### src/rtl/mem_stage.sv
// -----------------------------------------------------------------------------
// mem_stage
//
// Memory pipeline stage between execute and writeback.
//
// The stage takes the execute-stage result and, for loads and stores, issues a
// single-cycle request on the data-memory req/resp port. It then waits for the
// response, formats the load data and registers the writeback result.
//
// While a data-memory access is outstanding, o_mem_stall freezes all earlier
// stages. The registered writeback data (o_wb_data) also feeds the execute
// stage's mem-source forwarding path.
//
// Ports
//   clk, rst        clock; synchronous active-high reset
//   i_stall         stall from the other stages (excludes o_mem_stall)
//   i_valid         execute register holds a live instruction
//   i_alu_out       ALU result / effective address
//   i_store_data    rs2 data for stores
//   i_rd_addr       destination register
//   i_regf_we       instruction writes rd
//   i_mem_read      load
//   i_mem_write     store
//   i_funct3        access size/sign: 000 B, 001 H, 010 W, 100 BU, 101 HU
//   o_dmem_addr     word-aligned address
//   o_dmem_rmask    byte read mask; nonzero for one cycle = read request
//   o_dmem_wmask    byte write mask; nonzero for one cycle = write request
//   o_dmem_wdata    lane-shifted store data
//   i_dmem_rdata    read data, valid with i_dmem_resp
//   i_dmem_resp     access complete (earliest the cycle after the request)
//   o_mem_stall     stage busy; freeze all earlier stages
//   o_valid         one-cycle pulse per retiring instruction
//   o_rd_addr       registered rd
//   o_regf_we       registered write enable
//   o_wb_data       registered writeback data
//   o_misaligned    registered misaligned-access flag
//
// Configuration macro: MEM_STAGE_MISALIGN_CHECK_EN
//   defined   - misaligned H/HU/W accesses issue no request, do not stall,
//               retire with o_misaligned=1 and o_regf_we forced to 0.
//   undefined - the byte offset is forced to natural alignment and
//               o_misaligned is tied to 0.
// -----------------------------------------------------------------------------
module mem_stage (
    input  logic        clk,
    input  logic        rst,
    input  logic        i_stall,
    input  logic        i_valid,
    input  logic [31:0] i_alu_out,
    input  logic [31:0] i_store_data,
    input  logic [4:0]  i_rd_addr,
    input  logic        i_regf_we,
    input  logic        i_mem_read,
    input  logic        i_mem_write,
    input  logic [2:0]  i_funct3,
    output logic [31:0] o_dmem_addr,
    output logic [3:0]  o_dmem_rmask,
    output logic [3:0]  o_dmem_wmask,
    output logic [31:0] o_dmem_wdata,
    input  logic [31:0] i_dmem_rdata,
    input  logic        i_dmem_resp,
    output logic        o_mem_stall,
    output logic        o_valid,
    output logic [4:0]  o_rd_addr,
    output logic        o_regf_we,
    output logic [31:0] o_wb_data,
    output logic        o_misaligned
);

    localparam logic [1:0] ST_IDLE = 2'b00;
    localparam logic [1:0] ST_WAIT = 2'b01;
    localparam logic [1:0] ST_DONE = 2'b10;

    // Byte-lane mask for an access of the given size at byte offset off.
    function automatic logic [3:0] byte_mask(input logic [2:0] funct3,
                                             input logic [1:0] off);
        logic [3:0] m;
        case (funct3[1:0])
            2'b00:   m = 4'b0001 << off;
            2'b01:   m = 4'b0011 << off;
            default: m = 4'b1111;
        endcase
        return m;
    endfunction

    // Extract the addressed byte/half from the read word and extend it.
    // funct3[2] selects zero extension (BU/HU).
    function automatic logic [31:0] format_load(input logic [31:0] rdata,
                                                input logic [1:0]  off,
                                                input logic [2:0]  funct3);
        logic [7:0]  b;
        logic [15:0] h;
        logic [31:0] r;
        case (off)
            2'b00:   b = rdata[7:0];
            2'b01:   b = rdata[15:8];
            2'b10:   b = rdata[23:16];
            default: b = rdata[31:24];
        endcase
        h = off[1] ? rdata[31:16] : rdata[15:0];
        case (funct3[1:0])
            2'b00:   r = {{24{b[7] & ~funct3[2]}}, b};
            2'b01:   r = {{16{h[15] & ~funct3[2]}}, h};
            default: r = rdata;
        endcase
        return r;
    endfunction

    logic [1:0]  state_q, state_d;
    logic [31:0] ld_data_q, ld_data_d;
    logic        valid_q, valid_d;
    logic [4:0]  rd_q, rd_d;
    logic        we_q, we_d;
    logic [31:0] wb_q, wb_d;
    logic        mis_q, mis_d;

    logic        is_mem;
    logic        is_half;
    logic        is_word;
    logic [1:0]  off;
    logic        misaligned;
    logic        acc;
    logic        req;
    logic        advance;
    logic        load_wb;
    logic [3:0]  mask;
    logic [31:0] resp_fmt;

    assign is_mem  = i_mem_read | i_mem_write;
    assign is_half = (i_funct3[1:0] == 2'b01);
    assign is_word = i_funct3[1];

`ifdef MEM_STAGE_MISALIGN_CHECK_EN
    assign off        = i_alu_out[1:0];
    // Only a live memory instruction can be flagged.
    assign misaligned = i_valid & is_mem &
                        ((is_half & off[0]) | (is_word & (off != 2'b00)));
`else
    // Without the check, low address bits below the access size are ignored.
    assign off        = is_word ? 2'b00 :
                        (is_half ? {i_alu_out[1], 1'b0} : i_alu_out[1:0]);
    assign misaligned = 1'b0;
`endif

    assign acc  = i_valid & is_mem & ~misaligned;
    // The request lasts exactly one cycle: the IDLE cycle that sees the access.
    assign req  = ~rst & (state_q == ST_IDLE) & acc;
    assign mask = byte_mask(i_funct3, off);

    assign o_dmem_addr  = {i_alu_out[31:2], 2'b00};
    assign o_dmem_rmask = (req & i_mem_read)  ? mask : 4'b0000;
    assign o_dmem_wmask = (req & i_mem_write) ? mask : 4'b0000;
    assign o_dmem_wdata = i_store_data << {off, 3'b000};

    // The response cycle itself does not stall, so a single-wait access
    // costs exactly the request cycle plus the response cycle.
    assign o_mem_stall = ~rst & (req | ((state_q == ST_WAIT) & ~i_dmem_resp));
    assign advance     = ~o_mem_stall & ~i_stall;

    assign resp_fmt = format_load(i_dmem_rdata, off, i_funct3);
    assign load_wb  = i_valid & i_mem_read & ~misaligned;

    always_comb begin
        state_d   = state_q;
        ld_data_d = ld_data_q;
        case (state_q)
            ST_IDLE: begin
                if (acc) begin
                    state_d = ST_WAIT;
                end
            end
            ST_WAIT: begin
                if (i_dmem_resp) begin
                    ld_data_d = resp_fmt;
                    state_d   = i_stall ? ST_DONE : ST_IDLE;
                end
            end
            ST_DONE: begin
                // Parked with captured data; any response here is stray.
                if (!i_stall) begin
                    state_d = ST_IDLE;
                end
            end
            default: state_d = ST_IDLE;
        endcase
    end

    always_comb begin
        valid_d = 1'b0;
        rd_d    = rd_q;
        we_d    = we_q;
        wb_d    = wb_q;
        mis_d   = mis_q;
        if (advance) begin
            valid_d = i_valid;
            rd_d    = i_rd_addr;
            we_d    = i_regf_we & ~misaligned;
            mis_d   = misaligned;
            if (load_wb) begin
                // Retiring on the response cycle uses the live formatted
                // data; retiring out of DONE uses the captured copy.
                wb_d = (state_q == ST_WAIT) ? resp_fmt : ld_data_q;
            end else begin
                wb_d = i_alu_out;
            end
        end
    end

    // ---- MEM -> WB register boundary ----
    always_ff @(posedge clk) begin
        if (rst) begin
            state_q <= ST_IDLE;
            valid_q <= 1'b0;
            rd_q    <= 5'd0;
            we_q    <= 1'b0;
            wb_q    <= 32'd0;
            mis_q   <= 1'b0;
        end else begin
            state_q <= state_d;
            valid_q <= valid_d;
            rd_q    <= rd_d;
            we_q    <= we_d;
            wb_q    <= wb_d;
            mis_q   <= mis_d;
        end
    end

    // Captured load data is only read after it has been written.
    always_ff @(posedge clk) begin
        ld_data_q <= ld_data_d;
    end

    assign o_valid   = valid_q;
    assign o_rd_addr = rd_q;
    assign o_regf_we = we_q;
    assign o_wb_data = wb_q;
`ifdef MEM_STAGE_MISALIGN_CHECK_EN
    assign o_misaligned = mis_q;
`else
    assign o_misaligned = 1'b0;
`endif

endmodule

### config.mk
export PLATFORM = sky130hd
export DESIGN_NAME = mem_stage
export DESIGN_NICKNAME = d
export VERILOG_FILES = /design/src/rtl/mem_stage.sv
export SDC_FILE = /design/constraint.sdc
export NUM_CORES = 1
export LEC_CHECK = 0
export BUFFER_PORTS_ARGS = -buffer_cell sky130_fd_sc_hd__clkbuf_2
export CORE_MARGIN = 4
export CORE_UTILIZATION = 35
export DETAILED_ROUTE_END_ITERATION = 10
export HOLD_SLACK_MARGIN = 0.1
export PLACE_DENSITY = 0.71
export SLEW_MARGIN = 5
export SYNTH_ARGS = -nofsm -noshare
export SYNTH_HDL_FRONTEND = slang
export SYNTH_SLANG_ARGS = --single-unit
### constraint.sdc
create_clock -name clk -period 2.8 [get_ports clk]
set_input_delay 0.28 -clock clk [delete_from_list [all_inputs] [get_ports clk]]
set_output_delay 0.28 -clock clk [all_outputs]
set_load 0.1 [all_outputs]
---- Word level (Yosys, flattened, before mapping) ----
Index checks and enable logic that the tools add are counted.
storage, ports and cells
  register bits after elaboration ......... 73
  input bits .............................. 112
  output and inout port bits .............. 113
operators by class
  eq/ne operators ......................... 8
  shifts and indexed selects .............. 3
  muxes and demuxes ....................... 15
  bitwise logic cells ..................... 19
  reductions and logical operators ........ 6
operators by type and width
  operator                                              count
  2-to-1 mux 32 bit                                     2
  one-hot mux 32 bit (2 select lines)                   1
  << shifter 32 x 5 -> 32 bit                           1
  one-hot mux 8 bit (3 select lines)                    1
  2-to-1 mux 16 bit                                     1
  bitwise AND 1 bit                                     11
  2-to-1 mux 2 bit                                      5
  2-to-1 mux 4 bit                                      2
  one-hot mux 4 bit (2 select lines)                    1
  equality test 2 x 1 -> 1 bit (second input constant)  3
  zero test 2 bit                                       3
  inequality test 2 bit (second input constant)         3
  NOT 1 bit                                             6
  one-hot mux 2 bit (3 select lines)                    1
  equality test 2 bit (second input constant)           2
  << shifter 1 x 2 -> 4 bit (first input constant)      1
  << shifter 2 x 2 -> 4 bit (first input constant)      1
  AND reduction 3 bit                                   1
  OR 1 bit                                              2
  AND reduction 2 bit                                   1
  OR reduction 2 bit                                    1
  2-to-1 mux 1 bit                                      1

---- Depth between registers and ports, before layout ----
Gate-level depths: netlist (run 1).
  depth after elaboration ................. 9
  mapped depth ............................ 8
  depth with buffers taken out ............ 5

---- Worst setup path before layout (run 1) ----
Ideal clock, no wire load.
  path type ............................... in2out
  start point ............................. input i_funct3[1]
  end point ............................... output o_dmem_wdata[24]
  data arrival time ....................... 3349 ps
  data required time ...................... 2520 ps
  slack ................................... -829 ps
  stages on the path ...................... 5
  path through ............................ clkbuf_1 nor3b_1 buf_2 mux2i_1 o21ai_0
on the way
  cells in the longest elaborated chain, start to end .. 4
RTL lines
  element                        RTL line  source
  from (decl)                    55        input logic [2:0] i_funct3,
  equality test 2 x 1 -> 1 bit   130       assign is_half = (i_funct3[1:0] == 2'b01);
  2-to-1 mux 1 bit               141       (is_half ? {i_alu_out[1], 1'b0} : i_alu_out[1:0]);
  2-to-1 mux 2 bit *             140       assign off = is_word ? 2'b00 :
  << shifter 32 x 5 -> 32 bit *  153       assign o_dmem_wdata = i_store_data << {off, 3'b000};
  to (decl)                      59        output logic [31:0] o_dmem_wdata,
Every way passes the cells marked *; elsewhere a longest branch is shown, timed or not.

---- Worst setup path after layout (run 1) ----
  start point ............................. input i_alu_out[0]
  end point ............................... output o_dmem_wdata[24]
on the way
  cells in the longest elaborated chain, start to end .. 3
RTL lines
  element                      RTL line  source
  from (decl)                  49        input logic [31:0] i_alu_out,
  2-to-1 mux 1 bit             141
  2-to-1 mux 2 bit             140
  << shifter 32 x 5 -> 32 bit  153
Every way passes these cells.

==> results of run 1 <==
[power groups by stage]
stage	registers [mW]	logic [mW]	clock network, mW
2_1_floorplan	1.55	0.932	0
5_1_grt	1.22	1.78	1.19
3_3_place_gp	1.24	1.69	0
3_5_place_dp	1.24	1.71	0
4_1_cts	1.21	1.71	1.15
6_report	1.21	1.71	1.14
[state kept, by name, indices dropped and copies added (netlist names)]
| name | count |
|---|---|
| ld_data_q | 32 |
| o_regf_we | 1 |
| state_q | 2 |
| o_rd_addr | 5 |
| o_valid | 1 |
| o_wb_data | 32 |
[layout make-up]
| class | count | share of cell area [%] |
|---|---|---|
| Sequential cell | 73 | 26.4 |
| Tap cell | 176 | 3.26 |
| Timing Repair Buffer | 243 | 26.6 |
| Inverter | 9 | 0.500 |
| Clock buffer | 14 | 4.22 |
| Clock inverter | 2 | 0.148 |
| Multi-Input combinational cell | 407 | 38.9 |
[cells in the final DEF, fill, tap and decap left out, drive strengths merged, types with 19 or more instances in the layout]
master  count
a21oi      36
nor2       43
nand2      98
clkbuf    199
a221oi     24
dfxtp      41
o21ai      26
edfxtp     32
a21boi     19
buf        58
o221ai     25
a31oi      19
[logic make-up after synthesis]
| kind of cell | after synthesis | share of synthesized area, % |
|---|---|---|
| AO/OA/AOI/OAI | 184 | 29.0 |
| buffers and inverters | 85 | 9.91 |
| other | 1 | 0.0787 |
| AND/OR/NAND/NOR | 201 | 19.4 |
| multiplexers | 19 | 4.18 |
| flip-flops | 73 | 37.4 |
[path summary, 6_finish.rpt]
kind                start                to  slack [ns]  cells past startpoint
max          i_alu_out[0]  o_dmem_wdata[24]        0.35                      7
min             i_regf_we         o_regf_we        0.17                      3
max reg2reg    state_q[0]     o_wb_data[18]        0.59                      4
min reg2reg     o_regf_we         o_regf_we        0.45                      2
[per-layer routing]
layer | track usage [%] | up-vias
li1 | - | 2419
met1 | 27.1 | 2464
met2 | 37.8 | 291
met3 | 7.55 | 28
met4 | 5.87 | 0
met5 | 0 | -
[critical path: cells and delay by family]
kind / cells / cell delay, ns
buf+inv: 3 / 0.71
simple gates: 2 / 0.82
compound gates: 2 / 0.33
==> impl_metrics.json, run 1 <==
{
  "globalRouteOverflowTotal": 0,
  "clock_power_share_pct": 28.0,
  "finalNetCount": 855,
  "vias": 5202,
  "post_cts.repair.setup_buffers": 0,
  "placedCellCount": 908,
  "fmax_ghz": 0.409,
  "wl_met1_mm": 7.07,
  "path_class": "input port to primary output",
  "routed_wl_mm": 18.0,
  "clk_path_buf_depth": 2,
  "path_cells": "clkbuf_2, or3b_1, buf_4, nor2_1, a22oi_1, o21ai_1, buf_12",
  "status": "finished, final reports clean",
  "grt_pass1_vias": 5103,
  "n_fill_cell": 1263,
  "crit_arrival_ns": 2.17,
  "cp_slowest_cell": "or3b_1",
  "max_slew_margin_pct": 40.1,
  "ys_ff_latch": 73,
  "crit_path_max_incr_delay_ns": 0.50,
  "powerDensity_nw_per_um2": 601,
  "cts.sinks": 73,
  "netlist_instances": 563,
  "final-seq-area_um2": 1780,
  "final.setup.worst_slack_ns": 0.352,
  "die_height_um": 125,
  "core_um2": 13300,
  "maxSlewViolCount": 0,
  "synthArstFlopShare_pct": 0,
  "combPwrFrac_pct": 42.1,
  "rsz0062_at_grt": "no",
  "swShare_pct": 43.0,
  "wl_met3_mm": 1.89,
  "seq_area_frac_synth_pct": 37.4,
  "clock_skew_ns": 0.00527,
  "fin_crit_sh_pct": 87.4,
  "ctsResizeCount": 0,
  "wl_met2_mm": 8.67,
  "power_leakage_nw": 3.02,
  "clk_latency_ns": 0.33,
  "synth_top_cells_by_count": "nand2_1, nor2_1, dfxtp_1",
  "synth.avg_cell_area_um2": 8.46,
  "setup_viol": 0,
  "p_seq_share_pct": 29.9,
  "cts_root_buf": "clkbuf_16",
  "path_max_fanout": 32,
  "start_util_pct": 35.8,
  "cts.clk_slew.worst_paths_ns": 0.06,
  "ys.flop_type": "dfxtp_1",
  "drtPass1Iterations": 7,
  "ant_nets": 0,
  "wl_per_cell_um": 19.5,
  "gp_congestion": 0.901,
  "cts_buffers": 9,
  "viasPerCell": 5.63,
  "cp-end-kind": "primary output",
  "multi_input_area_um2": 2630,
  "whs_ns": 0.171,
  "ir_drop_mv": 0.263,
  "worstMarginPinSlew_ns": 0.896,
  "portBuffers": 221,
  "dpl-instance-area_um2": 6460,
  "grt_max_degree": 34,
  "area_delta_synth_final_pct": 41.9,
  "synth.largest_area_cell": "edfxtp_1",
  "drt_iter0_drc": 447,
  "p_switching_mw": 1.74,
  "die-width_um": 125,
  "internal_power_mw": 2.31,
  "synth.top_cell.area_share_pct": 20.2,
  "finalPower_mw": 4.06,
  "synth_most_common_cell": "nand2_1",
  "critPathLaunchType": "input port",
  "cts_tree": "done",
  "critPathRequiredTime_ns": 2.52,
  "fin_util_pct": 50.8,
  "timing.final.hold_violations": 0,
  "htreeDepth": 3,
  "grt_pass1_wl_mm": 27.8,
  "top_layer_used": "met4",
  "place_ws_ns": 0.326,
  "drive_above_1_share_pct": 40.5,
  "hold_buffers": 0,
  "hold_path_class": "input port to flip-flop",
  "fin_setup_tns_ns": 0,
  "post-dp-hpwl_mm": 14.0,
  "fp-row-count": 42,
  "layout.cells.non_filler": 924,
  "period_minus_slack_ns": 2.45,
  "track_usage_pct": 22.3,
  "drcViolationCount": 0,
  "n_antenna_cell": 0,
  "io_pins": 225,
  "syn-cell-area_um2": 4760,
  "die-area_um2": 15500,
  "synth_edf_count": 32,
  "drv_cap": 0,
  "synth_warnings": 0,
  "antenna_found_initial": 0,
  "final_cell_area_um2": 6760,
  "yosysUniqueCellTypes": 54,
  "synthTopCellsByArea": "edfxtp_1, dfxtp_1, nand2_1"
}
No activity file was read; power rests on OpenSTA's default activity.
==> run 2, diff against run 1 <==
- ABC_AREA: unset -> 1
- PLACE_DENSITY: 0.71 -> 0.72
==> run 2 against run 1 <==
Against the previous run: flip-flop and latch count did not move; largest power group unchanged; register-to-register slack improved by 0.19 ns; utilization fell by 2.1 points; non-clock buffer count fell by 12; critical path type unchanged.
==> impl_metrics.json, run 2 <==
{
  "gp_congestion": 0.899,
  "timing.final.hold_violations": 0,
  "whs_ns": 0.184,
  "final_cell_area_um2": 6150,
  "mostFrequentLayoutCells": "clkbuf_2, nand2_1, nor2_1",
  "ir_drop_mv": 0.287,
  "io_pins": 225,
  "ys_ff_latch": 73,
  "antenna_found_initial": 0,
  "yosysUniqueCellTypes": 30,
  "final-seq-area_um2": 1780,
  "post-dp-hpwl_mm": 12.2,
  "viasPerCell": 5.09,
  "clock_skew_ns": 0.00507,
  "hold_path_class": "input port to flip-flop",
  "clk_latency_ns": 0.32,
  "critPathLaunchType": "input port",
  "min_path_cells": 3,
  "multi_input_area_um2": 2170,
  "fmax_ghz": 0.402,
  "die_height_um": 121,
  "maxSlewViolCount": 0,
  "cts_root_buf": "clkbuf_16",
  "power_leakage_nw": 2.90,
  "drv_cap": 0,
  "final_common_cell": "clkbuf_2",
  "fin_util_pct": 48.8,
  "globalRouteOverflowTotal": 0,
  "finalNetCount": 907,
  "max_slew_margin_pct": 41.1,
  "n_fill_cell": 1322,
  "grt_pass1_vias": 4603,
  "path_class": "input port to primary output",
  "fin_crit_sh_pct": 88.9,
  "critPathRequiredTime_ns": 2.52,
  "dpl-instance-area_um2": 5850,
  "drcViolationCount": 0,
  "grt_pass1_wl_mm": 24.2,
  "synth_edf_count": 32,
  "fin_setup_tns_ns": 0,
  "routed_wl_mm": 16.0,
  "cp-end-kind": "primary output",
  "reg2reg_depth": 8,
  "drtPass1Iterations": 5,
  "path_max_fanout": 23,
  "core_um2": 12600,
  "rsz0062_at_grt": "no",
  "synth.top_cell.area_share_pct": 21.3,
  "period_minus_slack_ns": 2.49,
  "netlist_instances": 626,
  "cts.clk_slew.worst_paths_ns": 0.05,
  "placedCellCount": 956,
  "synth.avg_cell_area_um2": 7.20,
  "die-width_um": 121,
  "worstMarginPinSlew_ns": 0.881,
  "layout.cells.non_filler": 972,
  "ctsResizeCount": 0,
  "cts_tree": "done",
  "track_usage_pct": 20.9,
  "area_delta_synth_final_pct": 36.5,
  "crit_arrival_ns": 2.21,
  "finalPower_mw": 3.99,
  "cts.sinks": 73,
  "synthArstFlopShare_pct": 0,
  "final.setup.worst_slack_ns": 0.312,
  "n_antenna_cell": 0,
  "clk_path_buf_depth": 2,
  "powerDensity_nw_per_um2": 648,
  "synth_most_common_cell": "nand2_1",
  "fp-row-count": 41,
  "htreeDepth": 3,
  "synth.largest_area_cell": "edfxtp_1",
  "ant_nets": 0,
  "hold_buffers": 0,
  "post_cts.repair.setup_buffers": 0,
  "die-area_um2": 14800,
  "vias": 4947,
  "synth_top_cells_by_count": "nand2_1, nor2_1, a21oi_1",
  "drive_above_1_share_pct": 34.3,
  "start_util_pct": 35.7,
  "cts_buffers": 9,
  "place_ws_ns": 0.315,
  "grt_max_degree": 59,
  "synth_warnings": 0,
  "ys.flop_type": "dfxtp_1",
  "synthTopCellsByArea": "edfxtp_1, dfxtp_1, nand2_1",
  "drt_iter0_drc": 414,
  "seq_area_frac_synth_pct": 39.5,
  "portBuffers": 221,
  "status": "finished, final reports clean",
  "syn-cell-area_um2": 4510,
  "wl_per_cell_um": 16.4,
  "setup_viol": 0
}
[run 2: changes by cell type after synthesis, moves of 13 or more]
cell	change
inv_1	+15
nor2b_1	-13
o21ai_0	+36
nand4_1	+25
nand2_1	+30
a31oi_1	-17
a21oi_1	+37
o221ai_1	-20
nor2_1	+50
a221oi_1	-13
a21boi_0	-19
[run 2: worst max-delay path, stage by stage]
cell and delay, ns:
clkbuf_2 0.19, nor2_8 0.16, nand2_2 0.26, nor2_2 0.52, inv_1 0.23, o221ai_1 0.33
buf_12 0.22
[run 2: final timing paths]
check	startpoint	to	slack, ns
hold / removal	i_rd_addr[1]	o_rd_addr[1]	0.18
hold reg to reg	o_rd_addr[1]	o_rd_addr[1]	0.46
setup reg to reg	state_q[1]	o_wb_data[3]	0.78
setup / recovery	i_funct3[1]	o_dmem_wdata[20]	0.31
[run 2: logic make-up (layout without fill, tap and decap cells)]
group / count (synthesis) / after routing / synth area share (%)
compound gates: 168 / 168 / 20.5
buf+inv: 104 / 276 / 12.9
flops: 73 / 73 / 39.5
other cells: 1 / 3 / 0.0832
simple gates: 280 / 280 / 27.0
[run 2: area by class of cell]
cell class	count	area share [%]
Multi-Input combinational cell	451	35.3
Sequential cell	73	29.0
Timing Repair Buffer	231	25.5
Clock buffer	15	4.86
Tap cell	172	3.50
Inverter	29	1.77
Clock inverter	1	0.0814
[run 2: routing by layer]
layer | part of all wire [%] | routed length, µm | GRT usage, %
met1 | 41 | 6480 | 26.6
met2 | 47 | 7560 | 34.0
met3 | 10 | 1600 | 6.43
met4 | 2.1 | 337 | 6.79
met5 | 0 | 0 | 0
[run 2: power by group]
part / internal [mW] / switching [mW] / total [mW]
Combinational: 0.349 / 1.27 / 1.62
Clock: 0.726 / 0.427 / 1.15
Sequential: 1.19 / 0.0269 / 1.22
